--- src/rtl/multicycle_control_unit.sv ---
// Main control FSM of the multi-cycle CPU: sequences IF/ID/EXE/MEM/WB and drives datapath controls.
// Optional overflow trap on add/sub write-back is enabled by defining OVERFLOW_TRAP_EN.
module multicycle_control_unit #(
    parameter int OP_W = 6,
    parameter int ST_W = 3
) (
    input  logic            CLK,
    input  logic            Reset,
    input  logic [OP_W-1:0] opcode,
    input  logic            zero,
    input  logic            sign,
    input  logic            overFlow,
    output logic [ST_W-1:0] state,
    output logic            PCWre,
    output logic            IRWre,
    output logic            InsMemRW,
    output logic            RegWre,
    output logic [1:0]      RegDst,
    output logic            WrRegDSrc,
    output logic            DBDataSrc,
    output logic            mRD,
    output logic            mWR,
    output logic            ALUSrcA,
    output logic            ALUSrcB,
    output logic [2:0]      AluOp,
    output logic            ExtSel,
    output logic [1:0]      PCSrc,
    output logic            exc
);

    localparam logic [ST_W-1:0] S_IF    = 3'b000;
    localparam logic [ST_W-1:0] S_ID    = 3'b001;
    localparam logic [ST_W-1:0] S_EXE_L = 3'b010;
    localparam logic [ST_W-1:0] S_MEM   = 3'b011;
    localparam logic [ST_W-1:0] S_WB_L  = 3'b100;
    localparam logic [ST_W-1:0] S_EXE_B = 3'b101;
    localparam logic [ST_W-1:0] S_EXE_A = 3'b110;
    localparam logic [ST_W-1:0] S_WB_A  = 3'b111;

    localparam logic [OP_W-1:0] OP_ADD   = 6'b000000;
    localparam logic [OP_W-1:0] OP_SUB   = 6'b000001;
    localparam logic [OP_W-1:0] OP_ADDIU = 6'b000010;
    localparam logic [OP_W-1:0] OP_AND   = 6'b010000;
    localparam logic [OP_W-1:0] OP_ANDI  = 6'b010001;
    localparam logic [OP_W-1:0] OP_ORI   = 6'b010010;
    localparam logic [OP_W-1:0] OP_SLL   = 6'b011000;
    localparam logic [OP_W-1:0] OP_SLT   = 6'b100110;
    localparam logic [OP_W-1:0] OP_SLTI  = 6'b100111;
    localparam logic [OP_W-1:0] OP_SW    = 6'b110000;
    localparam logic [OP_W-1:0] OP_LW    = 6'b110001;
    localparam logic [OP_W-1:0] OP_BEQ   = 6'b110100;
    localparam logic [OP_W-1:0] OP_BNE   = 6'b110101;
    localparam logic [OP_W-1:0] OP_BLTZ  = 6'b110110;
    localparam logic [OP_W-1:0] OP_J     = 6'b111000;
    localparam logic [OP_W-1:0] OP_JR    = 6'b111001;
    localparam logic [OP_W-1:0] OP_JAL   = 6'b111010;
    localparam logic [OP_W-1:0] OP_HALT  = 6'b111111;

    logic [ST_W-1:0] state_q, state_d;
    logic            alu_known, alu_rtype, alu_src_a, alu_src_b, alu_ext;
    logic [2:0]      alu_op;
    logic            br_taken, trap;

    // NOTE: sequential state uses non-blocking assignment so every flop samples pre-edge values.
    always_ff @(posedge CLK) begin
        if (!Reset) state_q <= S_IF;
        else        state_q <= state_d;
    end

    assign state = state_q;

    // ALU-class decode; held stable for the whole EXE_A/WB_A pair since opcode comes from IR.
    always_comb begin
        alu_known = 1'b1;
        alu_rtype = 1'b0;
        alu_op    = 3'd0;
        alu_src_a = 1'b0;
        alu_src_b = 1'b0;
        alu_ext   = 1'b1;
        case (opcode)
            OP_ADD:   alu_rtype = 1'b1;
            OP_SUB:   begin alu_rtype = 1'b1; alu_op = 3'd1; end
            OP_ADDIU: alu_src_b = 1'b1;
            OP_AND:   begin alu_rtype = 1'b1; alu_op = 3'd6; end
            OP_ANDI:  begin alu_op = 3'd6; alu_src_b = 1'b1; alu_ext = 1'b0; end
            OP_ORI:   begin alu_op = 3'd5; alu_src_b = 1'b1; alu_ext = 1'b0; end
            OP_SLL:   begin alu_rtype = 1'b1; alu_op = 3'd4; alu_src_a = 1'b1; end
            OP_SLT:   begin alu_rtype = 1'b1; alu_op = 3'd3; end
            OP_SLTI:  begin alu_op = 3'd3; alu_src_b = 1'b1; end
            default:  alu_known = 1'b0;
        endcase
    end

    assign br_taken = ((opcode == OP_BEQ)  &&  zero) ||
                      ((opcode == OP_BNE)  && !zero) ||
                      ((opcode == OP_BLTZ) &&  sign);

`ifdef OVERFLOW_TRAP_EN
    assign trap = (state_q == S_WB_A) && ((opcode == OP_ADD) || (opcode == OP_SUB)) && overFlow;
`else
    logic unused_overflow;
    assign unused_overflow = overFlow;
    assign trap            = 1'b0;
`endif

    always_comb begin
        state_d = S_IF;
        case (state_q)
            S_IF:    state_d = S_ID;
            S_ID: begin
                case (opcode)
                    OP_J, OP_JAL, OP_JR:     state_d = S_IF;
                    OP_BEQ, OP_BNE, OP_BLTZ: state_d = S_EXE_B;
                    OP_LW, OP_SW:            state_d = S_EXE_L;
                    OP_HALT:                 state_d = S_ID;
                    default:                 state_d = alu_known ? S_EXE_A : S_IF;
                endcase
            end
            S_EXE_L: state_d = S_MEM;
            S_MEM:   state_d = (opcode == OP_LW) ? S_WB_L : S_IF;
            S_EXE_A: state_d = S_WB_A;
            default: state_d = S_IF;
        endcase
    end

    // NOTE: every output gets a default first so no path through the case infers a latch.
    always_comb begin
        PCWre     = 1'b0;
        IRWre     = 1'b0;
        InsMemRW  = 1'b0;
        RegWre    = 1'b0;
        RegDst    = 2'b00;
        WrRegDSrc = 1'b0;
        DBDataSrc = 1'b0;
        mRD       = 1'b0;
        mWR       = 1'b0;
        ALUSrcA   = 1'b0;
        ALUSrcB   = 1'b0;
        AluOp     = 3'd0;
        ExtSel    = 1'b0;
        PCSrc     = 2'b00;
        exc       = trap;
        case (state_q)
            S_IF: begin
                IRWre    = 1'b1;
                InsMemRW = 1'b1;
            end
            S_ID: begin
                case (opcode)
                    OP_J:  begin PCWre = 1'b1; PCSrc = 2'b11; end
                    OP_JR: begin PCWre = 1'b1; PCSrc = 2'b10; end
                    OP_JAL: begin
                        PCWre  = 1'b1;
                        PCSrc  = 2'b11;
                        RegWre = 1'b1;
                        RegDst = 2'b10;
                    end
                    OP_BEQ, OP_BNE, OP_BLTZ, OP_LW, OP_SW, OP_HALT: ;
                    default: PCWre = !alu_known;
                endcase
            end
            S_EXE_L, S_MEM, S_WB_L: begin
                ALUSrcB = 1'b1;
                ExtSel  = 1'b1;
                if (state_q == S_MEM) begin
                    mWR   = (opcode == OP_SW);
                    PCWre = (opcode == OP_SW);
                    mRD   = (opcode == OP_LW);
                end
                if (state_q == S_WB_L) begin
                    RegWre    = 1'b1;
                    DBDataSrc = 1'b1;
                    WrRegDSrc = 1'b1;
                    PCWre     = 1'b1;
                end
            end
            S_EXE_B: begin
                AluOp  = 3'd1;
                ExtSel = 1'b1;
                PCWre  = 1'b1;
                PCSrc  = br_taken ? 2'b01 : 2'b00;
            end
            S_EXE_A, S_WB_A: begin
                AluOp   = alu_op;
                ALUSrcA = alu_src_a;
                ALUSrcB = alu_src_b;
                ExtSel  = alu_ext;
                if (state_q == S_WB_A) begin
                    RegWre    = !trap;
                    PCWre     = 1'b1;
                    WrRegDSrc = 1'b1;
                    RegDst    = alu_rtype ? 2'b01 : 2'b00;
                end
            end
            default: ;
        endcase
    end

endmodule

--- config.mk ---
export PLATFORM = sky130hd
export DESIGN_NAME = multicycle_control_unit
export DESIGN_NICKNAME = d
export VERILOG_FILES = /design/src/rtl/multicycle_control_unit.sv
export SDC_FILE = /design/constraint.sdc
export NUM_CORES = 1
export LEC_CHECK = 0
export ABC_AREA = 1
export CORE_MARGIN = 3
export CORE_UTILIZATION = 37
export DETAILED_ROUTE_END_ITERATION = 6
export GPL_TIMING_DRIVEN = 0
export PLACE_DENSITY = 0.78
export SLEW_MARGIN = 40
export SYNTH_ARGS = -nofsm -noshare
export SYNTH_HDL_FRONTEND = slang
export SYNTH_SLANG_ARGS = --single-unit
--- constraint.sdc ---
create_clock -name CLK -period 1.6 [get_ports CLK]
set_input_delay 0.24 -clock CLK [delete_from_list [all_inputs] [get_ports CLK]]
set_output_delay 0.24 -clock CLK [all_outputs]
set_load 0.02 [all_outputs]
==> impl_results.md <==
* Nets at 169
* R2R Setup Slk at 0.42 ns
* WP buf/inv at 2
* CP Launch Type: flop
* Worst hold path class: in2reg
* Total grt overflow at 0
* P per Cell Area at 431 nW/um^2
* Clock sink count at 3
* Yosys warns at 0
* RR Endpoint: state[2]$_SDFF_PN0_
* DRC violations left at 0
* Sequential area share after synthesis at 10.2%
* Critical Path RT at 1.36 ns
* Leakage at 0.539 nW
* Sequential share of power at 19.0%
* Fin crit period at 1.63 ns
* Post-layout util at 76.8%
* Clock Tree Buf Depth at 2
* CORE AREA at 1400 um^2
* Combinational power share at 50.7%
* Initial Util at 41.9%
* Sw Ratio at 41.6%
* 1st-pass router iterations at 4
* Filler Cell Count at 99
* Cells on worst reg2reg path at 8
* Die Height at 45.8 um
* Hold Fails Final Rpt at 0
* Post-synth top area cell: nand2_1
* Clock power frac at 30.3%
* P_sw at 192 uW
* RSZ-0062 raised after global routing: yes
* Internal power at 270 uW
* Drt total wl at 2340 um
* Max Cap Viol at 0
* Tcrit/Tclk final at 102%
* H-tree levels at 1
* Ant diodes at 0
* Pin count of the biggest net entering global routing at 8
* Placer's final routability congestion estimate at 0.811
* Largest stage delay on the critical path at 0.36 ns
* Gate Count Post-Synth at 113
* FF-to-FF Start: state[2]$_SDFF_PN0_
* Crit path max-delay family: simple AND/OR/NAND/NOR gates
* Clock latency on the worst-skew pair at 0.24 ns
* Number of I/O port buffers at 30
* Area contributors post-synth: nand2_1 (17%), dfxtp_1 (10%), nand3_1 (10%)
* Crit path cell chain: nor2_4 -> inv_2 -> nor2_4 -> nand4_1 -> nor2_4 -> or2_4 -> buf_6
* Area of the mapped netlist at 587 um^2
* Die X at 45.8 um
* Num rows at 13
* Worst setup path end: RegWre
* TritonCTS clock tree: yes
* GRT Overall Usage at 22.4%
* Slowest cell on crit path: dfxtp_4
* Layout cell share with drive strength beyond 1 at 55.4%
* Crit path kind: reg2out
* Levels on crit path at 7
* Vias in the first global route at 786
* WL per Instance at 13.6 um
* VDD IR-drop max at 0.303 mV
* Post-Syn Nets at 124
* CP arrival at 1.39 ns
* Status: finished, violations left
* Die area at 2100 um^2
* First-pass GRT wire length at 3400 um
* Crit path max fanout at 6
* Worst setup EP type: output pin
* Max Clock Freq at 0.615 GHz
* Max FFs per register at 3
* Vias at 939
* CTS Buf Count at 3
* Crit. Startpoint: state[2]$_SDFF_PN0_
* Initial antenna violation count at 0
* Top-level port count at 33
* Syn_area_per_cell at 5.19 um^2
* Final setup TNS at -0.0316 ns
* Post-synthesis cell type count at 22
* Clock skew at 0.00727 ns
* Slew Limit Fails at 0
* Vias per cell at 5.46
* Synth Register Bits at 3
* Failing checks: setup timing
* Detail Route Antenna Nets at 0
* Most frequent CP cell: nor2_4
* Clock Pin Slew Worst Setup and Hold Paths at 0.04 ns
* Final setup viols at 2
* Share of the synthesized area in the top cell type at 16.6%
* Setup ws final at -0.0260 ns
* Detailed Place HPWL at 1440 um
* Root buf cell: clkbuf_4
* Iter 0 DRT Violations at 45
* Layout area overhead at 83.2%
-- area by class of cell --
type	instances	area (um^2)	area share (%)
multi-input cells	90	573	53.3
repair buffers	41	309	28.8
flip-flops and latches	3	68.8	6.40
inverters	17	63.8	5.94
clock buffers	4	26.3	2.44
well taps	15	18.8	1.75
plain buffers	2	15.0	1.40
-- what timing repair did --
item / CTS / global route
buffers inserted: 6 / 5
hold buffers: 0 / 0
hold endpoints to repair: 0 / 0
gates resized for setup: 101 / 38
pin swaps: 13 / 14
setup endpoints to repair: 18 / 16
-- worst min-delay path, delay by kind of cell --
kind / cells / cell delay, ns
and+or+nand+nor: 3 / 0.21
buffers and inverters: 1 / 0.12
AOI/OAI and AO/OA: 1 / 0.13
-- Yosys cell counts (all sizes together) --
| cell type | n |
|---|---|
| o21ai | 8 |
| or2 | 1 |
| and2 | 1 |
| nand2 | 28 |
| a31oi | 2 |
| nor2 | 23 |
| conb | 1 |
| buf | 3 |
| a21oi | 6 |
| inv | 17 |
| dfxtp | 3 |
| nand4 | 3 |
| nand3 | 13 |
| nor3 | 4 |
-- layer usage --
layer	vias to the layer above	global-route usage (%)	routed length (um)	share of wire [%]
met5	-	0	0	0
met1	420	25.7	937	40
met3	13	1.98	169	7.2
met2	53	39.3	1120	48
met4	0	13.6	112	4.8
li1	453	-	-	-
-- worst min-delay path by stage --
stage / startpoint / to / slack [ns] / cells past startpoint
5_1_grt: opcode[3] / state[0]$_SDFF_PN0_ / 0.53 / 5
3_3_place_gp: state[2]$_SDFF_PN0_ / state[2]$_SDFF_PN0_ / 0.59 / 2
6_report: opcode[3] / state[0]$_SDFF_PN0_ / 0.51 / 5
2_1_floorplan: Reset / state[2]$_SDFF_PN0_ / 0.38 / 2
3_5_place_dp: state[2]$_SDFF_PN0_ / state[2]$_SDFF_PN0_ / 0.60 / 2
4_1_cts: Reset / state[2]$_SDFF_PN0_ / 0.56 / 3
-- logic make-up (layout without fill, tap and decap cells) --
logic type             count (synthesis)  count (layout)  share of synthesized area (%)
buffers and inverters                 20              64                           15.4
other                                  1               1                          0.639
DFF                                    3               3                           10.2
AOI/OAI and AO/OA                     16              16                           14.1
and+or+nand+nor                       73              73                           59.7
-- through the flow --
stage / cells / area, um^2 / worst slack [ns] / total power [mW] / hold slack [ns]
2_1_floorplan: 113 / 607 / 0.0171 / 0.198 / 0.384
3_3_place_gp: 158 / 926 / -0.803 / 0.280 / 0.595
3_5_place_dp: 158 / 926 / -0.792 / 0.281 / 0.597
4_1_cts: 168 / 1020 / -0.125 / 0.438 / 0.564
5_1_grt: 172 / 1070 / -0.129 / 0.489 / 0.526
6_report: 172 / 1070 / -0.0260 / 0.463 / 0.507
-- power by group through the flow --
stage | sequential [mW] | combinational, mW | clock (mW)
finish | 0.0880 | 0.235 | 0.140
CTS | 0.0881 | 0.207 | 0.143
global route | 0.0881 | 0.252 | 0.148
floorplan | 0.0924 | 0.106 | 0
detailed placement | 0.0887 | 0.193 | 0
global placement | 0.0887 | 0.191 | 0
-- layout by cell type, fill, tap and decap left out, types with 3 or more instances in the layout --
cell type,n
nand2_1,19
buf_4,16
nand2_2,9
nor2_2,9
inv_1,9
inv_2,8
buf_2,8
nor2_4,7
nor2_1,7
nand3_2,6
a21oi_1,6
clkdlybuf4s50_1,6
clkbuf_2,6
nand3_1,5
o21ai_1,3
o21ai_0,3
nand4_1,3
clkbuf_4,3
buf_6,3
No activity file was read; power rests on OpenSTA's default activity.
